--- src/rtl/instr_fetch_unit_pkg.sv ---
// Shared definitions for the instruction fetch unit: opcode map, instruction
// word layout and fetch FSM state encoding.
package instr_fetch_unit_pkg;

  localparam int unsigned WORD_W   = 16;
  localparam int unsigned OPCODE_W = 5;
  localparam int unsigned OPND_W   = 11;

  // Field positions inside a 16-bit instruction word
  localparam int unsigned OPC_MSB  = 15;
  localparam int unsigned OPC_LSB  = 11;
  localparam int unsigned OPND_MSB = 10;
  localparam int unsigned OPND_LSB = 0;

  // Opcode map
  localparam logic [OPCODE_W-1:0] INST_NOP        = 5'd0;
  localparam logic [OPCODE_W-1:0] INST_LDI        = 5'd1;
  localparam logic [OPCODE_W-1:0] INST_LD         = 5'd2;
  localparam logic [OPCODE_W-1:0] INST_ST         = 5'd3;
  localparam logic [OPCODE_W-1:0] INST_ADD        = 5'd4;
  localparam logic [OPCODE_W-1:0] INST_SUB        = 5'd5;
  localparam logic [OPCODE_W-1:0] INST_AND        = 5'd6;
  localparam logic [OPCODE_W-1:0] INST_OR         = 5'd7;
  localparam logic [OPCODE_W-1:0] INST_XOR        = 5'd8;
  localparam logic [OPCODE_W-1:0] INST_NOT        = 5'd9;
  localparam logic [OPCODE_W-1:0] INST_SHL        = 5'd10;
  localparam logic [OPCODE_W-1:0] INST_SHR        = 5'd11;
  localparam logic [OPCODE_W-1:0] INST_CMP        = 5'd12;
  localparam logic [OPCODE_W-1:0] INST_JMP        = 5'd13;
  localparam logic [OPCODE_W-1:0] INST_JZ         = 5'd14;
  localparam logic [OPCODE_W-1:0] INST_JNZ        = 5'd15;
  localparam logic [OPCODE_W-1:0] INST_CALL       = 5'd16;
  localparam logic [OPCODE_W-1:0] INST_RET        = 5'd17;
  localparam logic [OPCODE_W-1:0] INST_PUSH       = 5'd18;
  localparam logic [OPCODE_W-1:0] INST_POP        = 5'd19;
  localparam logic [OPCODE_W-1:0] INST_IN         = 5'd20;
  localparam logic [OPCODE_W-1:0] INST_OUT        = 5'd21;
  localparam logic [OPCODE_W-1:0] INST_IRET       = 5'd22;
  localparam logic [OPCODE_W-1:0] INST_MUL        = 5'd23;
  localparam logic [OPCODE_W-1:0] INST_DIV        = 5'd24;
  localparam logic [OPCODE_W-1:0] INST_DELAY_SLOT = 5'b11001;

  // Instruction word as presented to the control unit
  typedef struct packed {
    logic [OPCODE_W-1:0] opcode;
    logic [OPND_W-1:0]   operand;
  } instr_word_t;

  // Fetch FSM states
  typedef enum logic [1:0] {
    F_IDLE    = 2'd0,
    F_WAIT    = 2'd1,
    F_DISCARD = 2'd2
  } fetch_state_e;

endpackage

--- src/rtl/instr_fetch_unit_fetch_queue.sv ---
// fetch_queue: DEPTH-entry synchronous FIFO of {addr, word}; flush wins over
// push/pop, and push+pop in one cycle keeps the count and advances the head.
module fetch_queue
  import instr_fetch_unit_pkg::*;
#(
  parameter int unsigned DEPTH  = 2,
  parameter int unsigned DATA_W = 32,
  localparam int unsigned CNT_W = $clog2(DEPTH + 1)
) (
  input  logic              clk,
  input  logic              rst_n,
  input  logic              push_i,
  input  logic              pop_i,
  input  logic              flush_i,
  input  logic [DATA_W-1:0] push_data_i,
  output logic [DATA_W-1:0] head_data_o,
  output logic [CNT_W-1:0]  count_o,
  output logic              empty_o
);

  localparam int unsigned PTR_W = $clog2(DEPTH);

  logic [DATA_W-1:0] mem_q [DEPTH];
  logic [PTR_W-1:0]  rd_ptr_q;
  logic [PTR_W-1:0]  wr_ptr_q;
  logic [CNT_W-1:0]  count_q;

  // Storage, pointers and occupancy; pointers wrap naturally (DEPTH is 2^n)
  always_ff @(posedge clk or negedge rst_n) begin
    if (!rst_n) begin
      rd_ptr_q <= '0;
      wr_ptr_q <= '0;
      count_q  <= '0;
      for (int unsigned i = 0; i < DEPTH; i++) begin
        mem_q[i] <= '0;
      end
    end else if (flush_i) begin
      rd_ptr_q <= '0;
      wr_ptr_q <= '0;
      count_q  <= '0;
    end else begin
      if (push_i) begin
        mem_q[wr_ptr_q] <= push_data_i;
        wr_ptr_q        <= wr_ptr_q + PTR_W'(1);
      end
      if (pop_i) begin
        rd_ptr_q <= rd_ptr_q + PTR_W'(1);
      end
      case ({push_i, pop_i})
        2'b10:   count_q <= count_q + CNT_W'(1);
        2'b01:   count_q <= count_q - CNT_W'(1);
        default: count_q <= count_q;
      endcase
    end
  end

  assign head_data_o = mem_q[rd_ptr_q];
  assign count_o     = count_q;
  assign empty_o     = (count_q == '0);

endmodule

--- src/rtl/instr_fetch_unit.sv ---
// instr_fetch_unit: owns the instruction pointer, keeps a small prefetch queue
// filled from instruction memory (one outstanding read at a time) and presents
// the head word to the control unit. load_ip redirects and flushes.
// Optional FETCH_PERF_EN adds stall_cycles / flush_count saturating counters.
module instr_fetch_unit
  import instr_fetch_unit_pkg::*;
#(
  parameter int unsigned       ADDR_W   = 16,
  parameter int unsigned       DEPTH    = 2,
  parameter logic [ADDR_W-1:0] RESET_IP = '0
) (
  input  logic                clk,
  input  logic                rst_n,
  input  logic                inc_ip,
  input  logic                load_ip,
  input  logic [ADDR_W-1:0]   new_ip,
  output logic [OPCODE_W-1:0] instruction,
  output logic [OPND_W-1:0]   operand,
  output logic                instruction_valid,
  output logic [ADDR_W-1:0]   ip,
  output logic                mem_req,
  output logic [ADDR_W-1:0]   mem_addr,
  input  logic                mem_ack,
  input  logic [WORD_W-1:0]   mem_rdata
`ifdef FETCH_PERF_EN
  ,
  output logic [15:0]         stall_cycles,
  output logic [15:0]         flush_count
`endif
);

  localparam int unsigned DATA_W = ADDR_W + WORD_W;
  localparam int unsigned CNT_W  = $clog2(DEPTH + 1);

  fetch_state_e      state_q;
  logic [ADDR_W-1:0] fptr_q;
  logic [ADDR_W-1:0] mem_addr_q;
  logic              mem_req_q;

  logic [DATA_W-1:0] q_head;
  logic [CNT_W-1:0]  q_count;
  logic              q_empty;
  logic [ADDR_W-1:0] q_head_addr;
  instr_word_t       head_c;
  logic              pop_c;
  logic              push_c;
  logic              slot_free_c;

  // Queue control: redirect beats both consume and fill
  always_comb begin
    pop_c       = inc_ip && !q_empty && !load_ip;
    push_c      = (state_q == F_WAIT) && mem_ack && !load_ip;
    slot_free_c = (q_count < CNT_W'(DEPTH)) || pop_c;
  end

  fetch_queue #(
    .DEPTH  (DEPTH),
    .DATA_W (DATA_W)
  ) u_queue (
    .clk         (clk),
    .rst_n       (rst_n),
    .push_i      (push_c),
    .pop_i       (pop_c),
    .flush_i     (load_ip),
    .push_data_i ({mem_addr_q, mem_rdata}),
    .head_data_o (q_head),
    .count_o     (q_count),
    .empty_o     (q_empty)
  );

  // Fetch FSM: request issue, ack handling, redirect and in-flight discard
  always_ff @(posedge clk or negedge rst_n) begin
    if (!rst_n) begin
      state_q    <= F_IDLE;
      mem_req_q  <= 1'b0;
      mem_addr_q <= RESET_IP;
      fptr_q     <= RESET_IP;
    end else begin
      case (state_q)
        F_IDLE: begin
          if (load_ip) begin
            // queue is flushed this cycle, so the new target can go out at once
            fptr_q     <= new_ip;
            mem_req_q  <= 1'b1;
            mem_addr_q <= new_ip;
            state_q    <= F_WAIT;
          end else if (slot_free_c) begin
            mem_req_q  <= 1'b1;
            mem_addr_q <= fptr_q;
            state_q    <= F_WAIT;
          end
        end
        F_WAIT: begin
          if (load_ip) begin
            fptr_q <= new_ip;
            if (mem_ack) begin
              mem_req_q <= 1'b0;
              state_q   <= F_IDLE;
            end else begin
              state_q <= F_DISCARD;
            end
          end else if (mem_ack) begin
            fptr_q    <= fptr_q + ADDR_W'(1);
            mem_req_q <= 1'b0;
            state_q   <= F_IDLE;
          end
        end
        F_DISCARD: begin
          if (load_ip) begin
            fptr_q <= new_ip;
          end
          if (mem_ack) begin
            mem_req_q <= 1'b0;
            state_q   <= F_IDLE;
          end
        end
        default: begin
          mem_req_q <= 1'b0;
          state_q   <= F_IDLE;
        end
      endcase
    end
  end

  assign q_head_addr       = q_head[DATA_W-1:WORD_W];
  assign head_c            = instr_word_t'(q_head[WORD_W-1:0]);
  assign instruction       = q_empty ? INST_DELAY_SLOT : head_c.opcode;
  assign operand           = q_empty ? '0 : head_c.operand;
  assign instruction_valid = !q_empty;
  assign ip                = q_empty ? fptr_q : q_head_addr;
  assign mem_req           = mem_req_q;
  assign mem_addr          = mem_addr_q;

`ifdef FETCH_PERF_EN
  logic [15:0] stall_q;
  logic [15:0] flush_q;

  // Saturating counters of empty-queue cycles and redirects
  always_ff @(posedge clk or negedge rst_n) begin
    if (!rst_n) begin
      stall_q <= '0;
      flush_q <= '0;
    end else begin
      if (q_empty && (stall_q != 16'hFFFF)) begin
        stall_q <= stall_q + 16'd1;
      end
      if (load_ip && (flush_q != 16'hFFFF)) begin
        flush_q <= flush_q + 16'd1;
      end
    end
  end

  assign stall_cycles = stall_q;
  assign flush_count  = flush_q;
`endif

endmodule

--- config.mk ---
export PLATFORM = sky130hd
export DESIGN_NAME = instr_fetch_unit
export DESIGN_NICKNAME = d
export VERILOG_FILES = /design/src/rtl/instr_fetch_unit_pkg.sv /design/src/rtl/instr_fetch_unit_fetch_queue.sv /design/src/rtl/instr_fetch_unit.sv
export SDC_FILE = /design/constraint.sdc
export NUM_CORES = 1
export LEC_CHECK = 0
export CELL_PAD_IN_SITES_DETAIL_PLACEMENT = 0
export CELL_PAD_IN_SITES_GLOBAL_PLACEMENT = 1
export CORE_UTILIZATION = 39
export CTS_BUF_LIST = sky130_fd_sc_hd__clkbuf_16
export CTS_CLUSTER_SIZE = 20
export DETAILED_ROUTE_END_ITERATION = 16
export PLACE_DENSITY = 0.85
export SETUP_SLACK_MARGIN = 0.1
export SYNTH_ARGS = -nofsm -noshare
export SYNTH_HDL_FRONTEND = slang
export SYNTH_HIERARCHICAL = 1
export SYNTH_SLANG_ARGS = --single-unit
export TNS_END_PERCENT = 100
--- constraint.sdc ---
create_clock -name clk -period 1.8 [get_ports clk]
set_input_delay 0.36 -clock clk [delete_from_list [all_inputs] [get_ports clk]]
set_output_delay 0.36 -clock clk [all_outputs]
set_load 0.02 [all_outputs]
* Word level (Yosys, flattened, before mapping)
Cells that the tools add are included.
** Storage, ports and cells
- Bits of input ports :: 37
- Output and inout port bits :: 50
- Register bits :: 103
- Word-level logic and storage cells :: 81
** Operators by class
- Multiplexer cells :: 31
- Bitwise logic cells :: 3
- Add/sub/neg operators :: 5
- $lt $le $gt $ge :: 4
- Reductions and logical operators :: 21
- Eq/ne operators :: 8
** Operators by type and width (count)
- 32-bit 2-to-1 mux :: 4
- 16-bit 2-to-1 mux :: 6
- 64-bit bitwise mux :: 1
- 32-bit demux with 1-bit select :: 1
- 16-bit one-hot mux with 2 select lines :: 1
- 16-bit by 1-bit adder with 16-bit output (second input constant) :: 1
- 2-bit 2-to-1 mux :: 6
- 11-bit 2-to-1 mux :: 1
- 2-bit nonzero test :: 4
- 1-bit 2-to-1 mux :: 7
- 3-bit inequality test (second input constant) :: 2
- 2-bit one-hot mux with 3 select lines :: 1
- 2-bit AND reduction :: 3
- 1-bit logical AND :: 5
- 5-bit 2-to-1 mux :: 1
- 2-bit by 1-bit equality test with 1-bit output (second input constant) :: 2
- 2-bit equality test (second input constant) :: 2
- 2-bit greater-or-equal comparator (second input constant) :: 2
- 2-bit zero test :: 2
- 2-bit by 1-bit inequality test with 1-bit output (second input constant) :: 2
- 1-bit NOT with 2-bit output :: 2
- 2-bit one-hot mux with 2 select lines :: 1
- 2-bit OR reduction :: 2
- 3-bit AND reduction :: 1
- other kinds (10) :: 12

* Depth between registers and ports, before layout
- Depth after elaboration :: 8
- Gate-level depth with buffers :: 8
- Mapped depth without buffers :: 6

* Hierarchy
The synthesis kept the hierarchy.
** Modules (own cells, without submodules)
- fetch_queue :: instances 1, area each 2975.4 sq um, seq. area each 1701.6 sq um, cells each 190
- instr_fetch_unit :: instances 1, area each 2438.6 sq um, seq. area each 875.8 sq um, cells each 261

* Worst setup path before layout
Ideal clock, no wire load.
- Path kind :: reg-to-reg
- Start point :: register state_q[1]
- End point :: register u_queue/mem_q[37] (netlist name)
- Data required time :: 1.675 ns
- Clock period less this slack :: 1.848 ns
- Path slack :: -0.048 ns
- Stages on the path, launching flop included :: 8
- Arrival time :: 1.723 ns
- Path through :: dfrtp_1 -> inv_1 -> ha_1 -> and3_1 -> buf_4 -> nor3b_4 -> buf_6 -> mux2_2
** Between the ends
- Word-level cells in the longest chain between the ends :: 4
** RTL lines
- from (decl) :: line instr_fetch_unit.sv:35 : fetch_state_e state_q;
- from (signal assigned) :: line instr_fetch_unit.sv:74 : state_q <= F_IDLE;
- from (signal assigned) :: line instr_fetch_unit.sv:86 : state_q <= F_WAIT;
- from (signal assigned) :: line instr_fetch_unit.sv:90 : state_q <= F_WAIT;
- 2-bit by 1-bit equality test with 1-bit output :: line instr_fetch_unit.sv:52 : push_c = (state_q == F_WAIT) && mem_ack && !load_ip;
- 1-bit logical AND (2 in a row) :: line instr_fetch_unit.sv:52
- named net push_c :: line instr_fetch_unit.sv:46 : logic push_c;
- 2-bit AND reduction (no source line)
- to (signal, indexed assignment) :: line instr_fetch_unit_fetch_queue.sv:43 : mem_q[wr_ptr_q] <= push_data_i;
- to (decl) :: line instr_fetch_unit_fetch_queue.sv:23 : logic [DATA_W-1:0] mem_q [DEPTH];
The timed path passes the listed nets, and every way through them passes these cells.
A chain may end at the register's enable or synchronous reset.

* Worst setup path in the final report
- Start point :: register u_queue.rd_ptr_q
- End point :: output ip[5]
** Between the ends
- Word-level cells in the longest chain between the ends :: 5
** RTL lines
- from (decl) :: line instr_fetch_unit_fetch_queue.sv:24 : logic [PTR_W-1:0] rd_ptr_q;
- from (signal assigned) :: line instr_fetch_unit_fetch_queue.sv:47 : rd_ptr_q <= rd_ptr_q + PTR_W'(1);
- 1-bit NOT with 2-bit output (not written as such) :: line instr_fetch_unit_fetch_queue.sv:57 : assign head_data_o = mem_q[rd_ptr_q];
- 32-bit 2-to-1 mux (not written as such) (3 in a row) :: line instr_fetch_unit_fetch_queue.sv:57
- named net q_head[21] :: line instr_fetch_unit.sv:40 : logic [DATA_W-1:0] q_head;
- 16-bit 2-to-1 mux :: line instr_fetch_unit.sv:130 : assign ip = q_empty ? fptr_q : q_head_addr;
- to (decl) :: line instr_fetch_unit.sv:20 : output logic [ADDR_W-1:0] ip,
The timed path passes the listed nets, and every way through them passes these cells. The select of a mux whose other input is x is not followed.

==> run metrics <==
run status finished with violations; failing checks negative setup slack; post-synthesis compound-gate area fraction 0.0911; clock sinks 103; Worst R2R Setup Slack -0.08 ns; number of vias per cell 5.57; library cells used by synthesis 54; Seq/Total Area, Yosys 0.476; area grow syn2layout 54.8%; CP bufs+invs 3; via count 4436; die width 120 um; Final Instance Area 8380 um^2; Worst path slowest cell dfrtp_2; share of layout cells above drive strength 1 0.536; Finished Layout Cells 797; I/O pin count 87; cells on worst reg2reg path 8; dpl cell area 6790 um^2; Mapped Area 5410 um^2; fmax 477 MHz; Slew headroom 0.801; ys flop type dfrtp_1; WP data required 1.44 ns; CTS tree done; Setup WS post-layout -0.295 ns; NetSw 5270 uW; sequential power share 0.296; HP Class in -> async; Seq cells post-synth 103; Final Setup Violations 93; crit path cell chain buf_12, buf_4, mux2_2, mux2_4, buf_6; Die H 120 um; PwrDens 1680 nW/um^2; Power Internal 8800 uW; Worst EP arrival 1.74 ns; Total Wirelength 17000 um; Synth Warn # 6; Initial DRC Count 365; max-cap violations 0; Leak Pwr 0.00386 uW; Placed Cells 732; drt drc 0; filler cell count 996; main combinational cell family by area after synthesis multiplexers; htree depth 3; Routability Congestion 0.861; CP Capture Type primary output; critical path's largest stage delay 0.44 ns; Logic pwr share 0.577; RR Endpoint u_queue/mem_q[35]; Mean Syn Cell Area 12.0 um^2; Post-Synth Simple-Gate Area 0.102; vias in the first global route 4450; clk buf depth 2; WL/cell 21.3 um; Setup crit start kind flop; Routed Antenna Nets 0; final hold vios 0; clk_lat worst skew 0.35 ns; Synthesized Nets 493; post-DP HPWL 9230 um; Post-synth EDFFs 0; Synth Area in XOR/XNOR 0.00647; r2r startpoint state_q[1]; CP top delay family multiplexers; clk root buf clkbuf_16; detailed-router iteration count before antenna repair 4; starting density of the core 0.404; ys async rst share 1.00; first-pass GRT wire length 24600 um; Worst-path clk slew 0.07 ns; Min Clock Period, post-route 2.10 ns; Sw Ratio 0.375; NumNets Final 658; Rows 42; Synth Area in Adders 0.0116; RSZ-0062 raised after global routing yes; Overflow after GRT 0; power share of the clock group 0.127; diode count 0; CP Class reg -> out; Place WS -0.378 ns; multiplexer share of the synthesized area 0.264; period utilisation layout 1.16; skew final 0.00778 ns; Num CTS Buffers 9; Syn Inst Count 451; VDD IR-drop max 676 uV; Crit Path Max Fanout 7; Core ar. 13400 um^2; Least-Margin Pin Slew 0.290 ns; Die ar. 14400 um^2; I/O Buffers 86; GRT Total Usage 0.224; largest net degree at the start of global routing 60; Final Slew Violations 0; initial antenna violation count 0
[cell usage in the layout (no fill, tap or decap), types with 12 or more instances in the layout]
cell type,instances
buf_12,13
buf_2,12
buf_4,50
buf_6,44
clkbuf_16,13
clkdlybuf4s50_1,35
dfrtp_1,100
dlygate4sd2_1,17
mux2_2,43
mux2_4,69
mux2i_1,17
nand2_1,17
o21ai_1,13
[per-stage QoR]
step / setup TNS (ns) / utilization / hold WS (ns) / power (uW)
3_5_place_dp: -29.62 / 0.507 / 0.248 / 10100
5_1_grt: -14.54 / 0.625 / 0.447 / 14800
6_report: -8.82 / 0.625 / 0.437 / 14100
3_3_place_gp: -27.71 / 0.507 / 0.241 / 9900
2_1_floorplan: 0 / - / 0.0644 / 7600
4_1_cts: -8.28 / 0.580 / 0.433 / 12700
[state kept, by name, summed over array words and instances (netlist names)]
| name | cells |
|---|---|
| u_queue/rd_ptr_q | 1 |
| u_queue/wr_ptr_q | 1 |
| mem_addr | 16 |
| u_queue/count_o | 2 |
| state_q | 2 |
| fptr_q | 16 |
| mem_req | 1 |
| u_queue/mem_q | 64 |
[cell type report]
cell class | count | area (um^2) | share of cell area
multi-input combinational | 311 | 3260 | 0.389
sequential | 103 | 2580 | 0.308
timing repair buffer | 185 | 2020 | 0.241
clock buffer | 9 | 225 | 0.0269
tap | 176 | 220 | 0.0263
clock inverter | 7 | 40.0 | 0.00478
inverter | 6 | 30.0 | 0.00358
[how the worst max path moves through the flow]
stage | start | end | slack (ns) | cells after the start
floorplan | state_q[1] | u_queue/mem_q[37] | 0.009 | 7
finish | u_queue/rd_ptr_q | ip[5] | -0.30 | 5
detailed placement | u_queue/rd_ptr_q | operand[8] | -0.38 | 5
CTS | u_queue/rd_ptr_q | ip[11] | -0.34 | 5
global placement | u_queue/rd_ptr_q | operand[8] | -0.33 | 5
global route | u_queue/rd_ptr_q | ip[5] | -0.33 | 5
[power by group through the flow]
stage                     Combinational (uW)  Clock (uW)  Sequential, uW
after detailed placement                5980           0            4100
after global routing                    8560        1910            4290
after floorplan                         3430           0            4170
after global placement                  5870           0            4030
after CTS                               6770        1800            4100
final                                   8110        1790            4170
[per-layer routing]
layer	wire [um]	track usage	up-vias
met5	0	0	-
li1	-	-	1988
met2	8700	0.389	148
met1	7080	0.290	2264
met4	401	0.0609	0
met3	794	0.0347	36
[Yosys cell counts, drive strengths merged (4+ instances only)]
cell type / instances / share of area
nand4: 7 / 0.0081
inv: 6 / 0.0042
mux2i: 17 / 0.031
dfrtp: 103 / 0.48
o22ai: 6 / 0.0069
nor2: 11 / 0.0076
a2bb2oi: 12 / 0.019
and4: 4 / 0.0069
nand2: 24 / 0.017
and3: 5 / 0.0062
a211oi: 4 / 0.0055
nor2b: 14 / 0.016
a21oi: 7 / 0.0072
buf: 20 / 0.027
ha: 5 / 0.012
nor3: 10 / 0.0092
nor3b: 4 / 0.0076
mux2: 112 / 0.23
o21ai: 28 / 0.026
clkbuf: 12 / 0.018
or2: 5 / 0.0058
[cell families after synthesis]
logic type,Yosys count
mux,129
xor+xnor,4
buf+inv,38
fa+ha+maj,5
compound gates,74
simple gates,98
flops,103
[timing repair]
action	4_1_cts	5_1_grt
gates resized for setup	290	109
endpoints found under the setup margin	120	131
buffers inserted	18	17
pin swaps	7	34
hold endpoints to repair	14	0
cloned	9	6
hold buffers	1	0
(Power assumes the default switching activity.)
